$ cat config.mk
export PLATFORM = sky130hd
export DESIGN_NAME = hdmi_timing
export DESIGN_NICKNAME = d
export VERILOG_FILES = /design/src/rtl/hdmi_pkg.sv /design/src/rtl/sig_delay.sv /design/src/rtl/hdmi_timing.sv
export SDC_FILE = /design/constraint.sdc
export NUM_CORES = 1
export LEC_CHECK = 0
export CAP_MARGIN = 20
export CORE_MARGIN = 5
export CORE_UTILIZATION = 40
export DETAILED_ROUTE_END_ITERATION = 10
export PLACE_DENSITY = 0.74
export SLEW_MARGIN = 20
export SYNTH_ARGS = -nofsm -noshare
export SYNTH_HDL_FRONTEND = slang
export SYNTH_SLANG_ARGS = --single-unit
$ cat constraint.sdc
create_clock -name clk_h -period 5.2 [get_ports clk_h]
set_input_delay 0.52 -clock clk_h [delete_from_list [all_inputs] [get_ports clk_h]]
set_output_delay 0.52 -clock clk_h [all_outputs]
set_load 0.02 [all_outputs]
$ cat src/rtl/hdmi_pkg.sv
// Shared 480p timing constants and the packed {de, hsync, vsync} control word
// carried through the alignment delay.
package hdmi_pkg;

    localparam int SCREEN_W_480P  = 720;
    localparam int SCREEN_H_480P  = 480;
    localparam int FRAME_W_480P   = 858;
    localparam int FRAME_H_480P   = 525;
    localparam int HSYNC_S_480P   = 736;
    localparam int HSYNC_E_480P   = 798;
    localparam int VSYNC_S_480P   = 489;
    localparam int VSYNC_E_480P   = 495;

    typedef struct packed {
        logic de;
        logic hsync;
        logic vsync;
    } sync_t;

    function automatic sync_t sync_idle(input logic sync_on);
        sync_t s;
        s.de    = 1'b0;
        s.hsync = ~sync_on;
        s.vsync = ~sync_on;
        return s;
    endfunction

endpackage

$ cat src/rtl/sig_delay.sv
// Fixed-depth shift register with a parameterised reset value; depth 0 is a
// straight wire.
module sig_delay #(
    parameter int                DATA_W  = 1,
    parameter int                STAGES  = 1,
    parameter logic [DATA_W-1:0] RST_VAL = '0
) (
    input  logic              clk_h,
    input  logic              rst_h,
    input  logic [DATA_W-1:0] din,
    output logic [DATA_W-1:0] dout
);

    if (STAGES == 0) begin : g_wire
        assign dout = din;
    end else begin : g_pipe
        logic [DATA_W-1:0] pipe [STAGES];

        always_ff @(posedge clk_h) begin
            if (rst_h) begin
                for (int i = 0; i < STAGES; i++) pipe[i] <= RST_VAL;
            end else begin
                pipe[0] <= din;
                for (int i = 1; i < STAGES; i++) pipe[i] <= pipe[i-1];
            end
        end

        assign dout = pipe[STAGES-1];
    end

endmodule

$ cat src/rtl/hdmi_timing.sv
// Free-running raster counters for the HDMI output, with de/sync delayed to line
// up with the upstream pixel fetch and blanking forced to black.
module hdmi_timing
    import hdmi_pkg::*;
#(
    parameter int OSCREEN_WIDTH  = SCREEN_W_480P,
    parameter int OSCREEN_HEIGHT = SCREEN_H_480P,
    parameter int OFRAME_WIDTH   = FRAME_W_480P,
    parameter int OFRAME_HEIGHT  = FRAME_H_480P,
    parameter int HSYNC_START    = HSYNC_S_480P,
    parameter int HSYNC_END      = HSYNC_E_480P,
    parameter int VSYNC_START    = VSYNC_S_480P,
    parameter int VSYNC_END      = VSYNC_E_480P,
    parameter int SYNC_ACTIVE    = 0,
    parameter int PIXEL_LATENCY  = 2
) (
    input  logic        clk_h,
    input  logic        rst_h,
    output logic [9:0]  hx,
    output logic [9:0]  hy,
    output logic        new_frame,
    input  logic [23:0] rgb_h,
    output logic [23:0] rgb_o,
    output logic        de_o,
    output logic        hsync_o,
    output logic        vsync_o
);

    if (!(OSCREEN_WIDTH >= 1 && OSCREEN_WIDTH <= HSYNC_START &&
          HSYNC_START < HSYNC_END && HSYNC_END <= OFRAME_WIDTH &&
          OFRAME_WIDTH <= 1024 &&
          OSCREEN_HEIGHT >= 1 && OSCREEN_HEIGHT <= VSYNC_START &&
          VSYNC_START < VSYNC_END && VSYNC_END <= OFRAME_HEIGHT &&
          OFRAME_HEIGHT <= 1024 &&
          PIXEL_LATENCY >= 0 && PIXEL_LATENCY <= 8)) begin : g_bad_params
        $fatal(1, "hdmi_timing: illegal timing parameters");
    end

    // Inclusive upper bounds keep every compare inside 10 bits even at 1024.
    localparam logic [9:0] HX_LAST   = 10'(OFRAME_WIDTH - 1);
    localparam logic [9:0] HY_LAST   = 10'(OFRAME_HEIGHT - 1);
    localparam logic [9:0] DE_X_LAST = 10'(OSCREEN_WIDTH - 1);
    localparam logic [9:0] DE_Y_LAST = 10'(OSCREEN_HEIGHT - 1);
    localparam logic [9:0] HS_FIRST  = 10'(HSYNC_START);
    localparam logic [9:0] HS_LAST   = 10'(HSYNC_END - 1);
    localparam logic [9:0] VS_FIRST  = 10'(VSYNC_START);
    localparam logic [9:0] VS_LAST   = 10'(VSYNC_END - 1);
    localparam logic       SYNC_ON   = (SYNC_ACTIVE != 0);
    localparam sync_t      SYNC_IDLE = sync_idle(SYNC_ON);

    sync_t sync_p0;
    sync_t sync_p1;
    sync_t sync_p2;

    // Stage 0: raster counters; new_frame is registered from the pre-wrap state.
    always_ff @(posedge clk_h) begin
        if (rst_h) begin
            hx        <= '0;
            hy        <= '0;
            new_frame <= 1'b0;
        end else begin
            hx        <= (hx == HX_LAST) ? 10'd0 : hx + 10'd1;
            if (hx == HX_LAST) hy <= (hy == HY_LAST) ? 10'd0 : hy + 10'd1;
            new_frame <= (hx == HX_LAST - 10'd1) && (hy == HY_LAST);
        end
    end

    always_comb begin
        sync_p0.de    = (hx <= DE_X_LAST) && (hy <= DE_Y_LAST);
        sync_p0.hsync = (hx >= HS_FIRST && hx <= HS_LAST) ? SYNC_ON : ~SYNC_ON;
        sync_p0.vsync = (hy >= VS_FIRST && hy <= VS_LAST) ? SYNC_ON : ~SYNC_ON;
    end

    // Stage 1: align control with the pixel returned PIXEL_LATENCY clocks later.
    sig_delay #(
        .DATA_W ($bits(sync_t)),
        .STAGES (PIXEL_LATENCY),
        .RST_VAL(SYNC_IDLE)
    ) u_align (
        .clk_h(clk_h),
        .rst_h(rst_h),
        .din  (sync_p0),
        .dout (sync_p1)
    );

    // Stage 2: output register shared by control and pixel.
    sig_delay #(
        .DATA_W ($bits(sync_t)),
        .STAGES (1),
        .RST_VAL(SYNC_IDLE)
    ) u_out (
        .clk_h(clk_h),
        .rst_h(rst_h),
        .din  (sync_p1),
        .dout (sync_p2)
    );

    always_ff @(posedge clk_h) begin
        if (rst_h) rgb_o <= '0;
        else       rgb_o <= sync_p1.de ? rgb_h : 24'h0;
    end

    assign de_o    = sync_p2.de;
    assign hsync_o = sync_p2.hsync;
    assign vsync_o = sync_p2.vsync;

endmodule
==> results of run 1 <==
-- state kept, by name (all words and copies together), names as in the netlist --
register             cells
hx                      10
hy                      10
new_frame                1
rgb_o                   24
u_align.g_pipe.pipe      6
u_out.g_pipe.pipe        3
-- layer usage --
layer / part of all wire, % / wire [µm] / GRT usage, % / up-vias
met5: 0 / 0 / 0 / -
li1: - / - / - / 828
met3: 9.5 / 423 / 4.55 / 8
met4: 2.1 / 92 / 6.42 / 0
met2: 42 / 1870 / 21.7 / 64
met1: 47 / 2080 / 17.6 / 737
-- Yosys cell counts, drive strengths merged --
library cell | n | area (µm²)
nand3b | 1 | 7.51
and3 | 2 | 12.5
or3 | 1 | 6.26
mux2i | 1 | 10.0
nor3 | 8 | 45.0
nor3b | 1 | 7.51
clkbuf | 5 | 20.0
xor2 | 4 | 35.0
and4 | 2 | 17.5
or2 | 4 | 25.0
dfxtp | 54 | 1080
nand4 | 8 | 50.1
a21oi | 6 | 30.0
buf | 2 | 16.3
nand3 | 10 | 50.1
o21ai | 2 | 21.3
xnor2 | 9 | 78.8
nor2b | 2 | 12.5
nand4b | 2 | 23.8
nor4 | 5 | 31.3
nand2 | 6 | 25.0
and4b | 1 | 10.0
nand4bb | 1 | 11.3
nor4b | 1 | 8.76
a2111oi | 1 | 8.76
o21a | 1 | 7.51
o31ai | 1 | 7.51
inv | 7 | 26.3
ha | 9 | 113
nor2 | 21 | 78.8
and2 | 24 | 150
a21bo | 1 | 10.0
-- path summary, 6_finish.rpt --
check | end | slack (ns) | cells past startpoint | from
setup / recovery | hx[6] | 3.22 | 1 | hx[6]$_SDFF_PP0_
hold / removal | u_align.g_pipe.pipe[0][4]$_SDFF_PP1_ | 0.42 | 1 | u_align.g_pipe.pipe[0][1]$_SDFF_PP1_
setup reg to reg | hy[8]$_SDFFE_PP0N_ | 3.24 | 4 | hx[5]$_SDFF_PP0_
hold reg to reg | u_align.g_pipe.pipe[0][4]$_SDFF_PP1_ | 0.42 | 1 | u_align.g_pipe.pipe[0][1]$_SDFF_PP1_
-- through the flow --
step	utilization (%)	worst slack [ns]	instance area (µm²)	cells	hold slack, ns
floorplan	-	3.34	2040	203	0.389
CTS	57.8	3.05	2920	347	0.415
global route	57.9	3.13	2920	347	0.432
detailed placement	55.9	2.74	2820	339	0.393
global placement	55.9	2.80	2820	339	0.392
finish	57.9	3.22	2920	347	0.416
-- area by class of cell --
cell class	instances	area (µm²)	area share, %
flip-flops and latches	54	1080	37.0
multi-input cells	135	897	30.7
repair buffers	73	731	25.0
well taps	70	87.6	3.00
clock buffers	6	82.6	2.83
inverters	7	26.3	0.901
clock inverters	2	12.5	0.429
-- report_power, final --
group	total [W]	leakage (nW)	internal, W	switching, W
clock network	0.000237	0.0472	0.000107	0.000130
registers	0.000426	0.439	0.000421	0.00000495
logic	0.0000599	0.564	0.0000348	0.0000251
-- logic make-up (layout without fill, tap and decap cells) --
group	count (synthesis)	in the layout	share of synthesized area, %
DFF	54	54	53.0
xor gates and xnor gates	13	13	5.59
AOI/OAI and AO/OA	12	12	4.17
adders and majority gates	9	9	5.52
muxes	1	1	0.491
buffers and inverters	14	88	3.07
and+or+nand+nor	100	100	28.1
==> run_results.csv, run 1 <==
group,metric,value,unit
floorplan,ioPinCount,74,
power,p_leak,1.05,nW
clock_tree,cts_buffers,5,
clock_tree,cts_sinks,54,
grt,grt_antenna_before_repair,0,
status,outcome,"completed",
flow_run,maxCapViolCount,0,
power,power,0.000723,W
floorplan,fp.dieH,81.4,µm
grt,first_global_vias,1495,
setup_path,crit_type,"reg -> out",
placement,port_buffers,73,
detailed_routing,routedWlPerCell,12.9,µm
detailed_routing,drt-vias-per-instance,4.72,
clock_tree,cts-root-buf,"clkbuf_8",
power,peakVddDrop,0.000120,V
worst_hold_path,worstHoldPathType,"reg -> reg",
setup_path,critical_path_arrival,1.46,ns
final_layout,nets,311,
final_layout,nFillCells,450,
floorplan,start_util,40.4,%
sta,worst_slew_pin_slew,0.654,ns
final_layout,mostFrequentLayoutCell,"clkdlybuf4s50_1",
clock_tree,cts-resized-gates,0,
final_layout,num_antenna_cells,0,
floorplan,core-area,5040,µm²
setup_path,slowest_stage,"clkdlybuf4s50_1",
setup_path,endpoint_kind,"output port",
sta,finalCritPeriodShare,38.1,%
setup_path,path_buf_inv,1,
final_layout,area_growth,43.2,%
logic_synthesis,yosys_warnings,0,
sta,maxSlewViolCount,0,
detailed_routing,wl,4460,µm
logic_synthesis,syn-cell-area,2040,µm²
setup_path,critPathMaxStageDelay,0.66,ns
clock_tree,path_clk_slew,0.09,ns
floorplan,die_w,81.4,µm
grt,grt_pass1_wl,7130,µm
logic_synthesis,post_synth_num_cell_types,38,
detailed_routing,dr.pass1.iters,4,
sta,min_period,1.98,ns
detailed_routing,dr_total_vias,1637,
power,powerDensity,248,nW/µm²
sta,maxSlewHeadroom,56.2,%
placement,dp_hpwl,3300,µm
grt,grt_max_degree,26,
sta,tns,0,ns
clock_tree,cts_tree,"done",
clock_tree,max-clock-path-buffers,2,
logic_synthesis,syn_nets,238,
grt,gr-total-overflow,0,
clock_tree,cts_max_level,2,
final_layout,mostFrequentLayoutCells,"clkdlybuf4s50_1 (73), dfxtp_1 (54), and2_1 (24), nor2_1 (21), nand3_1 (10)",
clock_tree,holdBufCountCts,0,
sta,rsz0062_at_grt,"false",
setup_path,crit_path_cell_trace,"clkdlybuf4s50_1",
sta,max_freq,0.504,GHz
logic_synthesis,synth-seq-area-share,53.0,%
sta,setup_viol,0,
floorplan,rows,26,
sta,hold_viol,0,
clock_tree,clk_latency,0.30,ns
final_layout,drive_above_1_share,6.50,%
placement,globalplace.congestion,0.787,
setup_path,crit_fanout,7,
logic_synthesis,syn_inst,203,
clock_tree,cts_setup_buffers,0,
grt,grt.total_usage,14.0,%
sta,fin_skew,0.00665,ns
setup_path,startpoint_type,"flip-flop",
logic_synthesis,syn_avg_cell_area,10.0,µm²
setup_path,worstPathRequired,4.68,ns
detailed_routing,drt_iter0_drc,43,
detailed_routing,ant_nets,0,
setup_path,cp_top_family,"buffers and inverters",
floorplan,die_area,6620,µm²
logic_synthesis,ys_ff_latch,54,
detailed_routing,drc,0,
Note: power is estimated with default switching activity, not from simulation.
==> run 2, diff against run 1 <==
==> constraint.sdc (replaced) <==
create_clock -name clk_h -period 1.9 [get_ports clk_h]
set_input_delay 0.19 -clock clk_h [delete_from_list [all_inputs] [get_ports clk_h]]
set_output_delay 0.19 -clock clk_h [all_outputs]
set_load 0.02 [all_outputs]
==> run 2 against run 1 <==
Compared with the run above:
- global-route usage increased by 0.51 points
- clock skew down 0.0017 ns
- largest cell class unchanged
- sequential share of layout area down 0.67 points
- sequential power rose to 2.7 times the previous value
- clock power increased to 2.7 times the previous value
- largest power group unchanged
- via count grew 0.73%
==> run_results.csv, run 2 (same netlist as run 1, synthesis figures left out) <==
group,metric,value,unit
clock_tree,cts_tree,"done",
grt,gr-total-overflow,0,
setup_path,slowest_stage,"or3_1",
detailed_routing,drt-vias-per-instance,4.65,
final_layout,top_regs,"rgb_o: 24 flops, hx: 10 flops, hy: 10 flops",
sta,setup_viol,0,
setup_path,cp_top_family,"simple AND/OR/NAND/NOR gates",
setup_path,startpoint_type,"flip-flop",
setup_path,critPathMaxStageDelay,0.50,ns
setup_path,cp.depth,6,
sta,fin_skew,0.00499,ns
clock_tree,cts_max_level,2,
setup_path,path_buf_inv,2,
power,p_leak,1.09,nW
clock_tree,cts_buffers,5,
sta,tns,0,ns
sta,rsz0062_at_grt,"false",
floorplan,die_w,81.4,µm
final_layout,mostFrequentLayoutCells,"clkdlybuf4s50_1 (73), dfxtp_1 (54), and2_1 (24), nor2_1 (21), nand3_1 (10)",
final_layout,area_growth,45.8,%
clock_tree,path_clk_slew,0.09,ns
clock_tree,max-clock-path-buffers,2,
grt,top_usage_layer,"met2",
grt,first_global_vias,1544,
clock_tree,cts_setup_buffers,0,
final_layout,multi_input_area,895,µm²
setup_path,crit_path_cell_trace,"inv_1, ha_1, inv_1, or3_1, o21ai_4, nor2_1",
detailed_routing,routedWlPerCell,12.9,µm
setup_path,cpMostUsedCell,"inv_1",
worst_hold_path,min_to,"u_align.g_pipe.pipe[0][3]$_SDFF_PP1_",
sta,worst_slew_pin_slew,0.349,ns
grt,grt_use_met1,18.3,%
clock_tree,cts-root-buf,"clkbuf_8",
setup_path,crit_type,"reg -> reg",
final_layout,nFillCells,460,
setup_path,reg2regPathDepth,6,
worst_hold_path,min-delay-start,"u_align.g_pipe.pipe[0][0]$_SDFF_PP1_",
power,power,0.00197,W
grt,grt_max_degree,26,
detailed_routing,dr_total_vias,1649,
sta,maxSlewViolCount,0,
sta,min_period,1.67,ns
detailed_routing,ant_nets,0,
placement,port_buffers,73,
final_layout,final-seq-area,1080,µm²
sta,maxSlewHeadroom,76.2,%
grt,use_met2,22.8,%
power,peakVddDrop,0.000330,V
grt,grt.total_usage,14.5,%
sta,hold_viol,0,
grt,met3_usage,4.77,%
final_layout,drive_above_1_share,8.42,%
placement,dp_hpwl,3410,µm
floorplan,fp.dieH,81.4,µm
sta,hold_slack,0.413,ns
clock_tree,holdBufCountCts,0,
floorplan,start_util,40.4,%
sta,setup_ws,0.232,ns
placement,globalplace.congestion,0.789,
grt,grt_antenna_before_repair,0,
detailed_routing,drt_iter0_drc,26,
floorplan,ioPinCount,74,
final_layout,mostFrequentLayoutCell,"clkdlybuf4s50_1",
clock_tree,cts_sinks,54,
setup_path,worstReg2RegStart,"hx[1]$_SDFF_PP0_",
floorplan,die_area,6620,µm²
final_layout,fin_area,2970,µm²
sta,finalCritPeriodShare,87.8,%
worst_hold_path,worstHoldPathType,"reg -> reg",
placement,place_worst_setup_slack,0.243,ns
setup_path,endpoint_kind,"flip-flop",
power,powerDensity,661,nW/µm²
placement,place_area,2880,µm²
setup_path,worstPathRequired,2.09,ns
final_layout,largest_reg_flops,24,
final_layout,num_antenna_cells,0,
floorplan,core-area,5040,µm²
clock_tree,clk_latency,0.30,ns
final_layout,nets,319,
detailed_routing,drc,0,
sta,max_freq,0.600,GHz
floorplan,rows,26,
detailed_routing,dr.pass1.iters,4,
setup_path,critical_path_arrival,1.86,ns
grt,grt_pass1_wl,7330,µm
clock_tree,cts-resized-gates,0,
final_layout,regMostFlops,"rgb_o",
setup_path,crit_fanout,6,
detailed_routing,wl,4570,µm
worst_hold_path,whs_path_depth,1,
status,outcome,"completed",
flow_run,maxCapViolCount,0,
setup_path,rrSetupSlack,0.23,ns
setup_path,reg2reg_to,"hy[8]$_SDFFE_PP0N_",
run 2: final cells by class:
cell class | instances | area share (%)
Timing Repair Buffer | 81 | 26.6
Multi-Input combinational cell | 135 | 30.1
Inverter | 7 | 0.884
Clock buffer | 7 | 2.91
Clock inverter | 1 | 0.168
Sequential cell | 54 | 36.4
Tap cell | 70 | 2.95
run 2: worst max-delay path by stage:
stage                       startpoint                 end  slack, ns
CTS                   hx[1]$_SDFF_PP0_  hy[8]$_SDFFE_PP0N_       0.23
detailed placement    hx[1]$_SDFF_PP0_  hy[8]$_SDFFE_PP0N_       0.24
global placement    hy[0]$_SDFFE_PP0N_  hy[9]$_SDFFE_PP0N_       0.28
finish                hx[1]$_SDFF_PP0_  hy[8]$_SDFFE_PP0N_       0.23
global route        hy[0]$_SDFFE_PP0N_  hy[9]$_SDFFE_PP0N_       0.05
floorplan             hx[0]$_SDFF_PP0_  hy[2]$_SDFFE_PP0N_       0.04
run 2: worst reg2reg max path: cells and delay by family (launching register included):
kind / cells / cell delay, ns
simple gates: 2 / 0.58
flops: 1 / 0.36
compound gates: 1 / 0.26
fa+ha+maj: 1 / 0.19
buf+inv: 2 / 0.18
run 2: power breakdown:
part           total, W  switching (W)  internal [W]
combinational  0.000169      0.0000700     0.0000992
clock          0.000631       0.000337      0.000294
sequential      0.00117      0.0000128       0.00115
total           0.00197       0.000419       0.00155
run 2: per-stage QoR:
stage          std cells  util, %
5_1_grt              355     58.9
2_1_floorplan        203        -
3_3_place_gp         347     57.1
6_report             355     58.9
3_5_place_dp         347     57.1
4_1_cts              355     58.9
run 2: layer usage:
metal | wire length, µm | vias to the layer above
met4 | 73 | 0
li1 | - | 840
met3 | 391 | 6
met5 | 0 | -
met2 | 1970 | 59
met1 | 2140 | 744
==> run 3, diff against run 2 <==
--- a/config.mk
+++ b/config.mk
@@ -13,4 +13,5 @@
 export SLEW_MARGIN = 20
 export SYNTH_ARGS = -nofsm -noshare
 export SYNTH_HDL_FRONTEND = slang
+export SYNTH_HIERARCHICAL = 1
 export SYNTH_SLANG_ARGS = --single-unit
==> run 3 against run 2 <==
Compared with the run above:
- non-clock buffer count is 10 higher
- count of clock-buffer cells in the layout is 1 lower
- setup slack got worse by 0.18 ns
- critical path depth decreased by 2
- total power increased by 1.8%
- via count is 2.6% higher
- clock power is 4.8% higher
- first-iteration DRC count rose by 120%
- register-to-register slack got worse by 0.18 ns
- sequential power is essentially flat
- final area is 3.9% higher
- sequential cell count stayed put
- largest cell class unchanged
==> run_results.csv, run 3 <==
group,metric,value,unit
setup_path,crit_type,"reg -> reg",
final_layout,drive_above_1_share,12.7,%
placement,globalplace.congestion,0.837,
grt,grt_pass1_wl,7280,µm
logic_synthesis,synth_edf_count,0,
logic_synthesis,ys_ff_latch,54,
sta,maxSlewHeadroom,57.0,%
logic_synthesis,syn_inst,211,
detailed_routing,dr.pass1.iters,4,
grt,grt.total_usage,14.2,%
setup_path,cp_top_family,"simple AND/OR/NAND/NOR gates",
detailed_routing,wl,4610,µm
final_layout,regMostFlops,"rgb_o",
power,p_leak,1.14,nW
clock_tree,cts_tree,"done",
sta,fin_skew,0.00356,ns
power,power,0.00200,W
clock_tree,path_clk_slew,0.09,ns
detailed_routing,drt_iter0_drc,57,
grt,grt_antenna_before_repair,0,
grt,grt_max_degree,25,
logic_synthesis,synth_area_leaders,"dfxtp_1 (52%), and2_1 (7.5%), ha_1 (5.4%)",
sta,finalCritPeriodShare,97.2,%
floorplan,start_util,40.9,%
grt,first_global_vias,1594,
detailed_routing,dr_total_vias,1692,
grt,gr-total-overflow,0,
clock_tree,clk_latency,0.30,ns
setup_path,critical_path_arrival,2.08,ns
logic_synthesis,syn-cell-area,2080,µm²
final_layout,mostFrequentLayoutCell,"clkdlybuf4s50_1",
final_layout,fin_area,3090,µm²
setup_path,path_buf_inv,0,
clock_tree,cts_sinks,54,
final_layout,top_regs,"rgb_o: 24 flops, hx: 10 flops, hy: 10 flops",
power,powerDensity,648,nW/µm²
floorplan,rows,26,
logic_synthesis,synth.most_common_cell,"dfxtp_1",
sta,worst_slew_pin_slew,0.642,ns
sta,maxSlewViolCount,0,
setup_path,crit_fanout,5,
placement,dp_hpwl,3560,µm
logic_synthesis,synth-seq-area-share,52.0,%
clock_tree,cts_buffers,5,
floorplan,fp.dieH,82.1,µm
sta,min_period,1.85,ns
detailed_routing,drc,0,
floorplan,die_w,82.1,µm
final_layout,num_antenna_cells,0,
setup_path,endpoint_kind,"flip-flop",
clock_tree,cts_setup_buffers,0,
placement,place_worst_setup_slack,0.0458,ns
placement,place_area,2970,µm²
logic_synthesis,yosys_warnings,6,
sta,max_freq,0.542,GHz
sta,setup_ws,0.0539,ns
clock_tree,cts_max_level,2,
detailed_routing,drt-vias-per-instance,4.59,
logic_synthesis,post_synth_num_cell_types,38,
setup_path,critPathMaxStageDelay,0.53,ns
detailed_routing,routedWlPerCell,12.5,µm
status,outcome,"completed",
final_layout,largest_reg_flops,24,
floorplan,ioPinCount,74,
setup_path,startpoint_type,"flip-flop",
setup_path,worstPathRequired,2.14,ns
logic_synthesis,yosysTopAreaCellShare,52.0,%
clock_tree,cts-root-buf,"clkbuf_8",
final_layout,mostFrequentLayoutCells,"clkdlybuf4s50_1 (73), dfxtp_1 (49), and2_1 (25), nor2_1 (19), buf_4 (18)",
power,peakVddDrop,0.000255,V
setup_path,crit_path_cell_trace,"or4b_4, or4_4, or3_1, a21oi_2",
clock_tree,max-clock-path-buffers,2,
logic_synthesis,synthArstFlopShare,0,%
detailed_routing,ant_nets,0,
sta,setup_viol,0,
logic_synthesis,synth_top_cell_by_area,"dfxtp_1",
final_layout,utilization,60.8,%
setup_path,slowest_stage,"or4b_4",
flow_run,maxCapViolCount,0,
logic_synthesis,synth-main-ff-cell,"dfxtp_1",
sta,rsz0062_at_grt,"true",
logic_synthesis,syn_nets,246,
logic_synthesis,synthTopCellsByCount,"dfxtp_1 (54), and2_1 (25), nor2_1 (19)",
placement,port_buffers,73,
worst_hold_path,worstHoldPathType,"reg -> reg",
logic_synthesis,syn_avg_cell_area,9.84,µm²
final_layout,area_growth,48.6,%
final_layout,nets,333,
floorplan,core-area,5070,µm²
floorplan,die_area,6730,µm²
sta,hold_viol,0,
run 3: cell types whose count changed after synthesis, moves of 3 or more:
cell and change:
or2_1 +6, nand2_1 +5, or2_2 -4, buf_4 +3, nand4_1 -3, nor4_1 -3
run 3: area by class of cell:
class                           instances  area, µm²
Clock inverter                          2       17.5
Sequential cell                        54       1090
Clock buffer                            6       82.6
Tap cell                               70       87.6
Fill cell                             472       1990
Timing Repair Buffer                   91        866
Inverter                                6       22.5
Multi-Input combinational cell        140        923
run 3: report_power, final:
| part | internal, W | switching (W) | total (W) |
|---|---|---|---|
| Combinational | 0.000103 | 0.0000750 | 0.000178 |
| Clock | 0.000300 | 0.000360 | 0.000661 |
| Sequential | 0.00115 | 0.00000878 | 0.00116 |
run 3: cell families (layout without fill, tap and decap cells):
kind of cell    count (synthesis)  count (layout)  synth area share (%)
fa+ha+maj                       9               9                  5.42
flops                          54              54                  52.0
mux                             1               1                 0.482
buf+inv                        17             105                  4.10
simple gates                  103             103                  28.1
compound gates                 14              14                  4.40
xor+xnor                       13              13                  5.48
run 3: path summary, 6_finish.rpt:
kind	depth (start not counted)	end	from	slack (ns)
hold reg to reg	1	u_align/g_pipe.pipe[0][3]$_SDFF_PP1_	u_align/g_pipe.pipe[0][0]$_SDFF_PP1_	0.42
setup / recovery	4	hy[9]$_SDFFE_PP0N_	hx[2]$_SDFF_PP0_	0.05
setup reg to reg	4	hy[9]$_SDFFE_PP0N_	hx[2]$_SDFF_PP0_	0.05
hold / removal	1	u_align/g_pipe.pipe[0][3]$_SDFF_PP1_	u_align/g_pipe.pipe[0][0]$_SDFF_PP1_	0.42
run 3: repair_timing:
item | 4_1_cts | 5_1_grt
resized for setup | 0 | 4
setup endpoints to repair | 0 | 5
hold buffers | 0 | 0
hold endpoints to repair | 0 | 0
run 3: per-layer routing:
layer	part of all wire (%)	global-route usage (%)	routed length (µm)
met1	42	16.7	1920
met2	52	24.3	2390
met5	0	0	0
met4	0.83	5.15	38
met3	5.6	4.28	259
run 3: through the flow:
stage	hold WS, ns	setup TNS, ns	cells
final	0.416	0	369
after global routing	0.422	-0.0364	369
after CTS	0.419	0	369
after detailed placement	0.400	0	361
after global placement	0.385	0	361
after floorplan	0.259	-0.143	211
